[src/rtl/std_slot_allocator.sv]
// Tag slot allocator: grants the lowest free slot over valid/ready, reclaims
// slots on binary frees, flags double frees, and reports occupancy.
module std_slot_allocator #(
    parameter int ID_WIDTH = 3
) (
    input  logic                    i_clk,
    input  logic                    i_rst,
    output logic                    o_alloc_valid,
    output logic [ID_WIDTH-1:0]     o_alloc_id,
    input  logic                    i_alloc_ready,
    input  logic                    i_free_valid,
    input  logic [ID_WIDTH-1:0]     i_free_id,
    output logic                    o_free_error,
    output logic [(1<<ID_WIDTH)-1:0] o_busy,
    output logic [ID_WIDTH:0]       o_count,
    output logic                    o_full,
    output logic                    o_empty
);
    localparam int SLOTS = 1 << ID_WIDTH;

    logic [SLOTS-1:0]    busy;
    logic [SLOTS-1:0]    busy_next;
    logic [SLOTS-1:0]    set_mask;
    logic [SLOTS-1:0]    clr_mask;
    logic                alloc_fire;
    logic                free_hit;
    logic                free_err;
    logic                next_valid;
    logic [ID_WIDTH-1:0] next_id;
    logic [ID_WIDTH:0]   next_count;

    assign alloc_fire = o_alloc_valid && i_alloc_ready;
    // A free only counts as legal against the registered state, so freeing the
    // slot being granted this same cycle is a double free.
    assign free_hit   = i_free_valid && busy[i_free_id];
    assign free_err   = i_free_valid && !busy[i_free_id];
    assign set_mask   = alloc_fire ? (SLOTS'(1) << o_alloc_id) : '0;
    assign clr_mask   = free_hit ? (SLOTS'(1) << i_free_id) : '0;
    assign busy_next  = (busy | set_mask) & ~clr_mask;

    always_comb begin
        next_valid = 1'b0;
        next_id    = '0;
        next_count = '0;
        for (int k = SLOTS - 1; k >= 0; k--) begin
            if (!busy_next[k]) begin
                next_valid = 1'b1;
                next_id    = ID_WIDTH'(k);
            end
        end
        for (int k = 0; k < SLOTS; k++) begin
            next_count = next_count + (ID_WIDTH+1)'(busy_next[k]);
        end
    end

    always_ff @(posedge i_clk or posedge i_rst) begin
        if (i_rst) begin
            busy          <= '0;
            o_alloc_valid <= 1'b1;
            o_alloc_id    <= '0;
            o_count       <= '0;
            o_free_error  <= 1'b0;
        end else begin
            busy          <= busy_next;
            o_alloc_valid <= next_valid;
            o_alloc_id    <= next_id;
            o_count       <= next_count;
            o_free_error  <= free_err;
        end
    end

    assign o_busy  = busy;
    assign o_full  = (o_count == (ID_WIDTH+1)'(SLOTS));
    assign o_empty = (o_count == '0);
endmodule

[config.mk]
export PLATFORM = sky130hd
export DESIGN_NAME = std_slot_allocator
export DESIGN_NICKNAME = d
export VERILOG_FILES = /design/src/rtl/std_slot_allocator.sv
export SDC_FILE = /design/constraint.sdc
export NUM_CORES = 1
export LEC_CHECK = 0
export CORE_MARGIN = 2
export CORE_UTILIZATION = 40
export DETAILED_ROUTE_END_ITERATION = 10
export PLACE_DENSITY_LB_ADDON = 0.1
export REMOVE_ABC_BUFFERS = 1
export SYNTH_ARGS = -nofsm -noshare
export SYNTH_HDL_FRONTEND = slang
export SYNTH_SLANG_ARGS = --single-unit
[constraint.sdc]
create_clock -name i_clk -period 3.3 [get_ports i_clk]
set_clock_uncertainty 0.2 [all_clocks]
set_input_delay 0.99 -clock i_clk [delete_from_list [all_inputs] [get_ports i_clk]]
set_output_delay 0.99 -clock i_clk [all_outputs]
set_load 0.01 [all_outputs]
==> summary.txt <==
Global routing
  • Wire length of the first global-routing pass: approximately 5700 um
  • Grt ovf: 0
  • Pin count of the biggest net entering global routing: 18
  • GRT Total Usage: 0.226
  • Initial antenna violation count: 0
  • Via count of the first global-routing pass: roughly 1,200

CTS
  • Clk sink count: 17
  • Number of buffers between clock root and the deepest sink: 2
  • Buffer type at the clock tree root: sky130_fd_sc_hd__clkbuf_4
  • Reg clk slew, reported paths: 0.10 ns
  • Hold bufs inserted after CTS: 0
  • CTS tree: yes
  • Clock buffers created by TritonCTS: 3
  • Worst-skew pair later-pin latency: 0.29 ns
  • Number of levels the H-tree was split into: 1

Floorplanning
  • Row count: 19
  • Die Wd: just under 60 um
  • Starting Density: 0.426
  • Floorplan die area: 3440 um^2
  • Core Area: 2810 um^2
  • Number of placed I/O pins: 26
  • Vertical die dimension: 58.7 um

Power
  • Power per Cell Area: roughly 1100 nW/um^2
  • Power share of the sequential group: 0.209
  • Switching pwr: 0.000859 W
  • Share of total power in the clock network: 0.056
  • Combinational power share: 0.735
  • Peak supply drop: 905 uV
  • Net switching fraction of the power: 0.430
  • Int Power: 0.00114 W
  • Leakage Power: 0.861 nW
  • Overall Power: 0.00200 W

Worst setup path
  • Type of element capturing the critical path: flip-flop
  • Max FO, Critical Path: 3
  • Worst R2R Path Depth: 12
  • Kind of critical path: in -> reg
  • WP data arrival: 4.05 ns
  • Element type at the critical path start: primary input
  • CP required: 3.30 ns

Timing
  • Hold_ws: 0.439 ns
  • Total count of hold-check failures in the final report: 0
  • Slew headroom: 0.569
  • Final cycle utilization of the critical path: 1.23
  • Minimum period implied by the final worst setup slack: around 4.0 ns
  • Fmax: 247 MHz
  • RSZ-0062 raised after global routing: true
  • Final setup viols: 4
  • Count of pins over their slew limit: 0
  • Least-Margin Pin Slew: around 0.65 ns
  • Worst setup slack after layout: -0.747 ns

Detailed routing
  • DRT antenna net count: 0
  • Post-detailed-route DRC marker count: 3
  • Number of search-and-repair iterations in the first detailed-routing pass: 9
  • Average detailed-routed wire length per instance: 15.2 um
  • Initial detailed-routing violation count: 116
  • Average via count per standard cell: approximately 5.6
  • Total vias in the final route: 1,278
  • Wire length reported by the detailed router: 3460 um

Placed design
  • Post-place setup slack: -1.47 ns
  • Routability congestion estimate from global placement: 0.921
  • Dpl hpwl: roughly 2700 um
  • PortBufs: 25
  • Placed insts: 220

Synthesis
  • Yosys Warn Count: 0
  • Synth cell count leaders: sky130_fd_sc_hd__inv_1 (17), sky130_fd_sc_hd__dfrtp_1 (16), sky130_fd_sc_hd__a21oi_1 (9), sky130_fd_sc_hd__nor2_1 (7)
  • Mapped Cells: about 130
  • Fraction of synthesis flops using an asynchronous set or reset pin: 1.00
  • Register bit total from synthesis: 17
  • Most used standard cell by instance count after synthesis: sky130_fd_sc_hd__inv_1
  • Total standard cell area after synthesis: 1190 um^2
  • Proportion of netlist area held by the largest area contributor: 0.335
  • Post-synth EDFFs: 0
  • Number of distinct library cell variants in the gate-level netlist after synthesis: 46
  • Sequential element share of the synthesized area: 0.357
  • Biggest area contributors in the synthesized netlist: sky130_fd_sc_hd__dfrtp_1 (34%), sky130_fd_sc_hd__fa_1 (6.7%), sky130_fd_sc_hd__inv_1 (5.3%)
  • Largest area contributor in the synthesized netlist: sky130_fd_sc_hd__dfrtp_1
  • Average instance area after synthesis: just over 9 um^2
  • Post-synth top flop: sky130_fd_sc_hd__dfrtp_1

Cells and area
  • Post-Layout Cell Count: 228
  • Inserted Diodes: 0
  • Final core utilization: 0.674
  • Layout area overhead: 58.1%
  • Fraction of layout instances using a drive strength above 1: 0.391
  • Final nets: 212

Outcome
  • Status: complete, but fails checks
  • Violated checks: design-rule violations, negative setup slack

Job
  • Number of maximum-capacitance constraint violations: 0

Worst hold path
  • Worst hold path stage count: 2
  • Worst hold-check path type: reg -> reg
==> registers in the layout, indices dropped and copies added (netlist names) <==
name and cells:
o_alloc_valid 1, o_alloc_id 3, o_busy 8, o_free_error 1
o_count 4
==> final cells by class <==
class / count / area, um^2
well taps: 31 / 38.8
flip-flops and latches: 17 / 427
multi-input cells: 91 / 769
inverters: 18 / 67.6
clock buffers: 4 / 26.3
fillers: 243 / 916
repair buffers: 67 / 561
==> layer usage <==
metal / up-vias / track usage / wire length [um]
li1: 606 / - / -
met1: 627 / 0.273 / 1460
met2: 37 / 0.382 / 1780
met3: 8 / 0.0462 / 162
met4: 0 / 0.110 / 65
met5: - / 0 / 0
==> critical path, stage by stage <==
cell and delay (ns):
sky130_fd_sc_hd__buf_6 0.09, sky130_fd_sc_hd__or3b_4 0.43, sky130_fd_sc_hd__o21ai_4 0.16, sky130_fd_sc_hd__o21ai_4 0.08, sky130_fd_sc_hd__fa_1 0.53, sky130_fd_sc_hd__inv_2 0.04
sky130_fd_sc_hd__fa_1 0.49, sky130_fd_sc_hd__fa_2 0.44, sky130_fd_sc_hd__inv_2 0.08, sky130_fd_sc_hd__ha_4 0.14, sky130_fd_sc_hd__inv_2 0.03, sky130_fd_sc_hd__fa_2 0.52
sky130_fd_sc_hd__inv_2 0.03
==> repair_timing <==
action                     in CTS  in global routing
resized for setup              40                  9
buffers inserted                5                  1
pin swaps                      11                 10
setup endpoints to repair       4                  4
hold endpoints to repair        0                  0
==> power by group through the flow <==
stage,clock network [W],registers (W),logic (W)
3_5_place_dp,0,0.000404,0.00123
6_report,0.000113,0.000418,0.00147
3_3_place_gp,0,0.000399,0.00119
2_1_floorplan,0,0.000458,0.000582
4_1_cts,0.000116,0.000411,0.00146
5_1_grt,0.000127,0.000432,0.00165
==> kinds of logic (layout without fill, tap and decap cells) <==
kind of cell,count (synthesis),after routing,share of synthesized area
compound gates,35,35,0.209
xor+xnor,1,1,0.00733
fa+ha+maj,7,7,0.0984
buf+inv,21,89,0.0796
flops,17,17,0.357
simple gates,48,48,0.248
==> worst paths after layout <==
check | end | slack [ns] | start
max in group asynchronous | o_free_error | 1.61 | i_rst
min in group asynchronous | o_alloc_id[2] | 0.87 | i_rst
min reg2reg | o_busy[1] | 0.44 | o_busy[1]
max | o_count[1] | -0.75 | i_free_id[1]
min | o_busy[1] | 0.44 | o_busy[1]
max reg2reg | o_count[1] | -0.34 | o_alloc_valid
==> through the flow <==
step	TNS, ns	area [um^2]
after detailed placement	-5.16	1740
after floorplan	-2.88	1170
after CTS	-2.54	1870
final	-2.23	1890
after global routing	-2.44	1890
after global placement	-5.01	1740
==> placed cells by master, fill, tap and decap left out, drive strengths merged, types with 2 or more instances in the layout <==
master          n
nand3           3
nand3b          3
nor4            2
nor3            2
o31ai           3
o22ai           2
or2             2
o211ai          5
nor2b           3
clkbuf          5
clkdlybuf4s50  20
nor2            7
a2111oi         2
buf            46
ha              3
nand2           5
fa              4
dfrtp          16
o21ai           7
and3            5
o2111ai         3
and2            3
a21oi           9
nand4b          2
inv            18
(Power assumes the default switching activity.)
